## config.mk

```make
export PLATFORM = sky130hd
export DESIGN_NAME = fifo_rd_ctrl
export DESIGN_NICKNAME = d
export VERILOG_FILES = /design/src/rtl/fifo_rd_ctrl.sv
export SDC_FILE = /design/constraint.sdc
export NUM_CORES = 1
export LEC_CHECK = 0
export CORE_UTILIZATION = 45
export DETAILED_ROUTE_END_ITERATION = 10
export GPL_TIMING_DRIVEN = 0
export PLACE_DENSITY = 0.77
export REMOVE_ABC_BUFFERS = 1
export SLEW_MARGIN = 25
export SYNTH_ARGS = -nofsm -noshare
export SYNTH_HDL_FRONTEND = slang
export SYNTH_SLANG_ARGS = --single-unit
export TNS_END_PERCENT = 5
```

## constraint.sdc

```tcl
create_clock -name i_clk -period 4.45 [get_ports i_clk]
set_clock_uncertainty 0.05 [all_clocks]
set_input_delay 0.89 -clock i_clk [delete_from_list [all_inputs] [get_ports i_clk]]
set_output_delay 0.89 -clock i_clk [all_outputs]
set_load 0.01 [all_outputs]
```

## src/rtl/fifo_rd_ctrl.sv

```systemverilog
// ---------------------------------------------------------------------------
// fifo_rd_ctrl
//
// Read-side controller for an asynchronous (dual-clock) FIFO. It owns the
// binary/Gray read pointer pair. It compares the read pointer against the
// write pointer, which has already been synchronized into i_clk. From that
// comparison it produces registered empty, almost-empty and occupancy flags.
//
// Parameters
//   ADDR_WIDTH     FIFO memory address width; depth = 2**ADDR_WIDTH
//   AEMPTY_THRESH  o_almost_empty asserts at occupancy <= this value
//
// Ports
//   i_clk          read-domain clock (only clock used)
//   i_rst          asynchronous active-high reset
//   i_rd_en        pop request; accepted only when o_empty is low
//   i_rq2_wptr     Gray write pointer, double-FF synchronized into i_clk
//   o_rd_addr      read address to the FIFO memory (straight from a flop)
//   o_rptr         registered Gray read pointer for the write-side syncs
//   o_empty        FIFO empty
//   o_almost_empty occupancy <= AEMPTY_THRESH (always set when empty)
//   o_rd_level     read-side occupancy, 0 .. 2**ADDR_WIDTH
//   o_rd_valid     memory read data valid, one cycle after an accepted pop
//   o_underflow    sticky read-while-empty error
//
// Configuration
//   FIFO_RD_UNDERFLOW_EN  when defined, o_underflow sets on a pop request
//                         made while empty and holds until reset. When it is
//                         undefined, o_underflow is tied to 0.
// ---------------------------------------------------------------------------
module fifo_rd_ctrl #(
  parameter int ADDR_WIDTH    = 3,
  parameter int AEMPTY_THRESH = 2
) (
  input  logic                  i_clk,
  input  logic                  i_rst,
  input  logic                  i_rd_en,
  input  logic [ADDR_WIDTH:0]   i_rq2_wptr,
  output logic [ADDR_WIDTH-1:0] o_rd_addr,
  output logic [ADDR_WIDTH:0]   o_rptr,
  output logic                  o_empty,
  output logic                  o_almost_empty,
  output logic [ADDR_WIDTH:0]   o_rd_level,
  output logic                  o_rd_valid,
  output logic                  o_underflow
);

  localparam int PW = ADDR_WIDTH + 1;

  // Threshold in pointer width, so the comparison is a plain unsigned one.
  localparam logic [ADDR_WIDTH:0] AEMPTY_LIM = PW'(AEMPTY_THRESH);

  // -------------------------------------------------------------------------
  // Gray <-> binary helpers
  // -------------------------------------------------------------------------
  function automatic logic [ADDR_WIDTH:0] bin2gray(input logic [ADDR_WIDTH:0] b);
    return (b >> 1) ^ b;
  endfunction

  // Each binary bit is the XOR of all Gray bits at or above it.
  function automatic logic [ADDR_WIDTH:0] gray2bin(input logic [ADDR_WIDTH:0] g);
    logic [ADDR_WIDTH:0] b;
    b             = '0;
    b[ADDR_WIDTH] = g[ADDR_WIDTH];
    for (int i = ADDR_WIDTH - 1; i >= 0; i--) begin
      b[i] = b[i+1] ^ g[i];
    end
    return b;
  endfunction

  // -------------------------------------------------------------------------
  // State
  // -------------------------------------------------------------------------
  logic [ADDR_WIDTH:0] rbin_q,   rbin_d;
  logic [ADDR_WIDTH:0] rptr_q,   rptr_d;
  logic [ADDR_WIDTH:0] level_q,  level_d;
  logic                empty_q,  empty_d;
  logic                aempty_q, aempty_d;
  logic                rd_valid_q, rd_valid_d;
  logic                underflow_q, underflow_d;

  logic                rd_accept;
  logic [ADDR_WIDTH:0] wbin;

  // -------------------------------------------------------------------------
  // Next-state logic
  // -------------------------------------------------------------------------
  always_comb begin
    // NOTE: every signal gets a default before any conditional logic.
    // A path that leaves a signal unassigned in always_comb infers a latch.
    rd_accept  = 1'b0;
    rbin_d     = rbin_q;
    rptr_d     = rptr_q;
    wbin       = '0;
    level_d    = level_q;
    empty_d    = empty_q;
    aempty_d   = aempty_q;
    rd_valid_d = 1'b0;

    // A pop counts only against the registered empty flag, so a pop can
    // never run the read pointer past the synchronized write pointer.
    rd_accept = i_rd_en & ~empty_q;

    rbin_d = rbin_q + {{ADDR_WIDTH{1'b0}}, rd_accept};
    rptr_d = bin2gray(rbin_d);

    // All flags are computed from the post-pop pointer. This lets the block's
    // own pop show up in the flags on the very next cycle. A write-pointer
    // change in the same cycle is reflected on that same cycle too.
    // The synchronized write pointer can only lag the real one. A lag makes
    // the occupancy look smaller, so empty may be late to deassert. It can
    // never deassert early.
    wbin    = gray2bin(i_rq2_wptr);
    level_d = wbin - rbin_d;  // modulo 2**PW; MSB difference gives full depth
    empty_d = (rptr_d == i_rq2_wptr);

    // The empty term keeps the "almost empty covers empty" guarantee
    // even for a threshold that truncates in pointer width.
    aempty_d = empty_d | (level_d <= AEMPTY_LIM);

    // Data for the address presented this cycle appears after the next
    // edge from a registered memory read.
    rd_valid_d = rd_accept;
  end

`ifdef FIFO_RD_UNDERFLOW_EN
  // Sticky: once a pop is requested while empty, hold until reset.
  assign underflow_d = underflow_q | (i_rd_en & empty_q);
`else
  assign underflow_d = 1'b0;
`endif

  // -------------------------------------------------------------------------
  // Registers
  // -------------------------------------------------------------------------
  // NOTE: sequential state uses non-blocking assignments. All flops then
  // sample their inputs together on the edge, independent of statement order.
  always_ff @(posedge i_clk or posedge i_rst) begin
    if (i_rst) begin
      rbin_q      <= '0;
      rptr_q      <= '0;
      level_q     <= '0;
      empty_q     <= 1'b1;
      aempty_q    <= 1'b1;
      rd_valid_q  <= 1'b0;
      underflow_q <= 1'b0;
    end else begin
      rbin_q      <= rbin_d;
      rptr_q      <= rptr_d;
      level_q     <= level_d;
      empty_q     <= empty_d;
      aempty_q    <= aempty_d;
      rd_valid_q  <= rd_valid_d;
      underflow_q <= underflow_d;
    end
  end

  // -------------------------------------------------------------------------
  // Outputs: all come straight from flops with no logic after them
  // -------------------------------------------------------------------------
  assign o_rd_addr      = rbin_q[ADDR_WIDTH-1:0];
  assign o_rptr         = rptr_q;
  assign o_empty        = empty_q;
  assign o_almost_empty = aempty_q;
  assign o_rd_level     = level_q;
  assign o_rd_valid     = rd_valid_q;
  assign o_underflow    = underflow_q;

endmodule

```

Word-level counts from Yosys, hierarchy flattened:

Cells that the tools add are included.
Widths: inputs -> output; s select.

* register bits: 15
* input bits: 7
* output and inout bits: 15
* logic and storage cells: 17

* add/sub/neg operators: 2
* $lt $le $gt $ge: 1
* equality and inequality tests: 1
* bitwise operators: 7

Operators with widths (count)
* $add 4x1->4: 1
* $eq 4x4->1: 1
* $le 4x2->1 const B: 1
* $sub 4x4->4: 1
* $xor 3x4->4: 1
* $xor 1x1->1: 3
* $and 1x1->1: 1
* $not 1->1: 1
* $or 1x1->1: 1

Longest topological paths before layout:

* depth in word-level cells: 6
* depth in mapped cells: 11
* mapped depth without buffers: 11

Worst setup path after synthesis:

No wires, ideal clock.

* path kind: in2reg
* from: in i_rd_en
* to: reg aempty_q (netlist: o_almost_empty)
* setup time: 82 ps
* arrival: 2824 ps
* data required time: 4318 ps
* slack: 1494 ps
* cell stages on the path: 11
* path buffers: 0
* cell sequence: nor2b_1 -> ha_1 -> ha_1 -> inv_1 -> ha_1 -> nor2b_1 -> o21ai_1 -> nor2b_1 -> o31ai_1 -> xnor2_1 -> o21bai_2

* cells in the longest elaborated chain, start to end: 5
* elaborated cells between the ends (all ways): 7
* those cells by class: 2 x add/sub; 1 x order compare; 1 x eq/ne; 3 x bitwise

Ends and longest elaborated chain
* start, declared: RTL line 37 `input logic i_rd_en,`
* $and 1x1->1: RTL line 102 `rd_accept = i_rd_en & ~empty_q;`
* $add 4x1->4: RTL line 104 `rbin_d = rbin_q + {{ADDR_WIDTH{1'b0}}, rd_accept};`
* net rbin_d[1]: RTL line 74 `logic [ADDR_WIDTH:0] rbin_q, rbin_d;`
* $sub 4x4->4: RTL line 114 `level_d = wbin - rbin_d;`
* net level_d[3]: RTL line 76 `logic [ADDR_WIDTH:0] level_q, level_d;`
* $le 4x2->1: RTL line 119 `aempty_d = empty_d | (level_d <= AEMPTY_LIM);`
* $or 1x1->1: RTL line 119
* net aempty_d: RTL line 78 `logic aempty_q, aempty_d;`
* end signal, assigned: RTL line 152 `aempty_q <= aempty_d;`
* end, declared: RTL line 78

The timed path passes the listed nets, and every way through them passes these cells.

Worst setup path in the final report:

* from: in i_rd_en
* to: reg aempty_q (netlist: o_almost_empty)

* cells in the longest elaborated chain, start to end: 5
* elaborated cells between the ends (all ways): 7
* those cells by class: 2 x add/sub; 1 x order compare; 1 x eq/ne; 3 x bitwise

Ends and longest elaborated chain
* $and 1x1->1: RTL line 102
* net rd_accept: RTL line 82 `logic rd_accept;`
* $add 4x1->4: RTL line 104
* net rbin_d[1]: RTL line 74
* $sub 4x4->4: RTL line 114
* net level_d[3]: RTL line 76
* $le 4x2->1: RTL line 119
* $or 1x1->1: RTL line 119
* net aempty_d: RTL line 78

The timed path passes the listed nets, and every way through them passes these cells.

==> metrics.md <==
| Metric | Value |
|---|---|
| Worst setup margin | `1120 ps` |
| GRT Util Overall | `0.159` |
| Drt pass-1 iters | `2` |
| Die area | `1730 um^2` |
| Setup Buffers After CTS | `0` |
| Layout cell share with drive strength beyond 1 | `0.110` |
| Top-area cell type share of the netlist area | `0.425` |
| Max Cap Violations | `0` |
| Fin crit share | `0.749` |
| GRT overflow | `0` |
| Initial Util | `0.511` |
| Hold path cells | `1` |
| # DRC | `0` |
| Cts bufs inserted | `3` |
| Critical path's top delay family | `adder cells` |
| Cells after DPL | `93` |
| RSZ-0062 raised after global routing | `no` |
| Status | `completed` |
| CP Class | `in -> reg` |
| Ant. Diodes | `0` |
| Layout Utilization | `0.690` |
| Clock sinks | `14` |
| Setup TNS | `0 ps` |
| Pwr Total | `0.852 mW` |
| CP max-delay cell | `ha_1` |
| CTS root buffer | `clkbuf_4` |
| Vias in the first global route | `450` |
| Reg2reg start | `o_empty$_DFF_PP1_` |
| CORE AREA | `1380 um^2` |
| Via Count | `468` |
| Worst-Skew Late Latency | `270 ps` |
| Max Slew Vio Count | `0` |
| DRT antenna net count | `0` |
| Largest net degree at the start of global routing | `15` |
| First-pass GRT wire length | `1980 um` |
| Final instance area | `955 um^2` |
| Hold Path Origin | `o_empty$_DFF_PP1_` |
| FF-to-FF End | `o_almost_empty$_DFF_PP1_` |
| Worst-path maximum fanout | `7` |
| Io pins | `22` |
| Height of the die | `41.6 um` |
| Worst stage delay on the critical path | `470 ps` |
| Vias per Instance | `4.82` |
| CP Cell Sequence | `clkdlybuf4s50_1 -> nor2b_1 -> ha_1 -> ha_1 -> inv_1 -> ha_1 -> nor2b_1 -> o21ai_1 -> nor2b_1 -> o31ai_1 -> xnor2_1 -> o21bai_2` |
| Sequential share of the synthesized area | `0.499` |
| I/O Buffers | `20` |
| Hold endpoint | `o_rd_valid$_DFF_PP0_` |
| DP Area | `918 um^2` |
| Avg Inst Size Synth | `12.0 um^2` |
| Area Overhead vs Synth | `35.0%` |
| Fin. Hold Viols | `0` |
| Footprint of the multi-input gates | `320 um^2` |
| Pleak | `0.427 nW` |
| Power Dens Cells | `892 nW/um^2` |
| Leading area contributor after synthesis | `dfrtp_1` |
| CP arrival | `3480 ps` |
| Startpoint types | `input port` |
| Critical Path End Type | `register` |
| Unique masters post-synth | `21` |
| Nets | `95` |
| Synth Warn # | `0` |
| CP Buf/Inv Count | `2` |
| Drt wl/cell | `11.5 um` |
| Hold Buf Count CTS | `0` |
| Drt first-iter violations | `1` |
| Dpl ws | `802 ps` |
| H-Tree Depth | `1` |
| Synthesized instance count | `59` |
| Worst EP required | `4600 ps` |
| Antenna violations before repair | `0` |
| Worst min-delay path category | `reg -> reg` |
| Worst-case vdd ir drop | `0.000503 V` |
| Final WL | `1110 um` |
| Die span in x | `41.6 um` |
| Max Buffers Root-to-Sink | `2` |
| Final min period | `3330 ps` |
| Gates resized, CTS repair | `0` |
| Register bit total from synthesis | `14` |
| FP Rows | `13` |
| Reg area | `353 um^2` |
| Fin cells | `97` |
| Largest cells by area after synthesis | `dfrtp_1 (42%), xnor2_1 (9.9%), xor2_1 (8.7%)` |
| CTS tree | `done` |
| Layout filler cell count | `107` |
| DPL Wire Length | `905 um` |
| Max Clk Rate | `300 MHz` |
| Reg2reg setup slack | `1700 ps` |
| Routability Congestion | `0.694` |
| Worst hold margin | `515 ps` |
| Reg clk slew, reported paths | `80 ps` |
| FF-to-FF path depth | `11` |
| Final setup violation count | `0` |
| Post-synth design cell area | `707 um^2` |
-- synth_stat cells --
library cell and n:
nand3_1 2, o31ai_1 1, o21bai_2 1, xnor2_2 1, o21ai_1 1, a211oi_2 1
a21o_1 1, nor2b_1 3, ha_1 4, nand2_1 2, fa_1 1, o211ai_1 1
buf_4 1, dfrtp_1 12, or3_1 1, nor3_1 1, xnor2_1 8, dfstp_2 2
inv_1 7, xor2_1 7, conb_1 1
-- sequential cells by signal (all words and copies together), names as in the netlist --
name and flops:
o_empty 1, o_rd_valid 1, o_almost_empty 1, o_rd_level 4, rbin_q 4, o_rptr 3
-- power by group --
group	internal, mW	total (mW)	switching [mW]
sequential	0.203	0.234	0.0308
clock	0.0497	0.0877	0.0380
combinational	0.272	0.530	0.258
total	0.525	0.852	0.327
-- cell usage in the layout, fill, tap and decap left out, drive strengths merged --
| cell type | instances |
|---|---|
| clkbuf | 4 |
| dfrtp | 12 |
| inv | 7 |
| o211ai | 1 |
| a211oi | 1 |
| a21o | 1 |
| nand3 | 2 |
| nor2b | 3 |
| nand2 | 2 |
| dfstp | 2 |
| conb | 1 |
| or3 | 1 |
| clkdlybuf4s50 | 20 |
| o31ai | 1 |
| o21ai | 1 |
| o21bai | 1 |
| nor3 | 1 |
| xnor2 | 9 |
| xor2 | 7 |
| fa | 1 |
| ha | 4 |
-- how the worst max path moves through the flow --
stage / start / depth (start not counted) / slack (ps) / endpoint
after detailed placement: i_rd_en / 12 / 800 / o_almost_empty$_DFF_PP1_
final: i_rd_en / 12 / 1120 / o_almost_empty$_DFF_PP1_
after CTS: i_rd_en / 12 / 1090 / o_almost_empty$_DFF_PP1_
after global placement: i_rd_en / 12 / 900 / o_almost_empty$_DFF_PP1_
after floorplan: i_rd_en / 11 / 1490 / o_almost_empty$_DFF_PP1_
after global routing: i_rq2_wptr[3] / 11 / 880 / o_almost_empty$_DFF_PP1_
-- cell families (layout without fill, tap and decap cells) --
logic type / after synthesis / in the layout / synth area share
buffers and inverters: 8 / 31 / 0.0478
xor gates and xnor gates: 16 / 16 / 0.209
adders and majority gates: 5 / 5 / 0.0991
AOI/OAI and AO/OA: 6 / 6 / 0.0726
and+or+nand+nor: 9 / 9 / 0.0673
DFF: 14 / 14 / 0.499
other: 1 / 1 / 0.00530
-- area by class of cell --
| type | count | area share |
|---|---|---|
| Sequential cell | 14 | 0.370 |
| Multi-Input combinational cell | 37 | 0.336 |
| Timing Repair Buffer | 20 | 0.210 |
| Clock buffer | 4 | 0.0380 |
| Inverter | 7 | 0.0275 |
| Tap cell | 15 | 0.0197 |
-- per-layer routing --
metal	up-vias	track usage	share of wire
met5	-	0	0
met4	0	0.135	0.024
met3	2	0.0261	0.049
met2	20	0.250	0.51
met1	211	0.188	0.41
li1	235	-	-
Power figures use the tool's default switching activity.
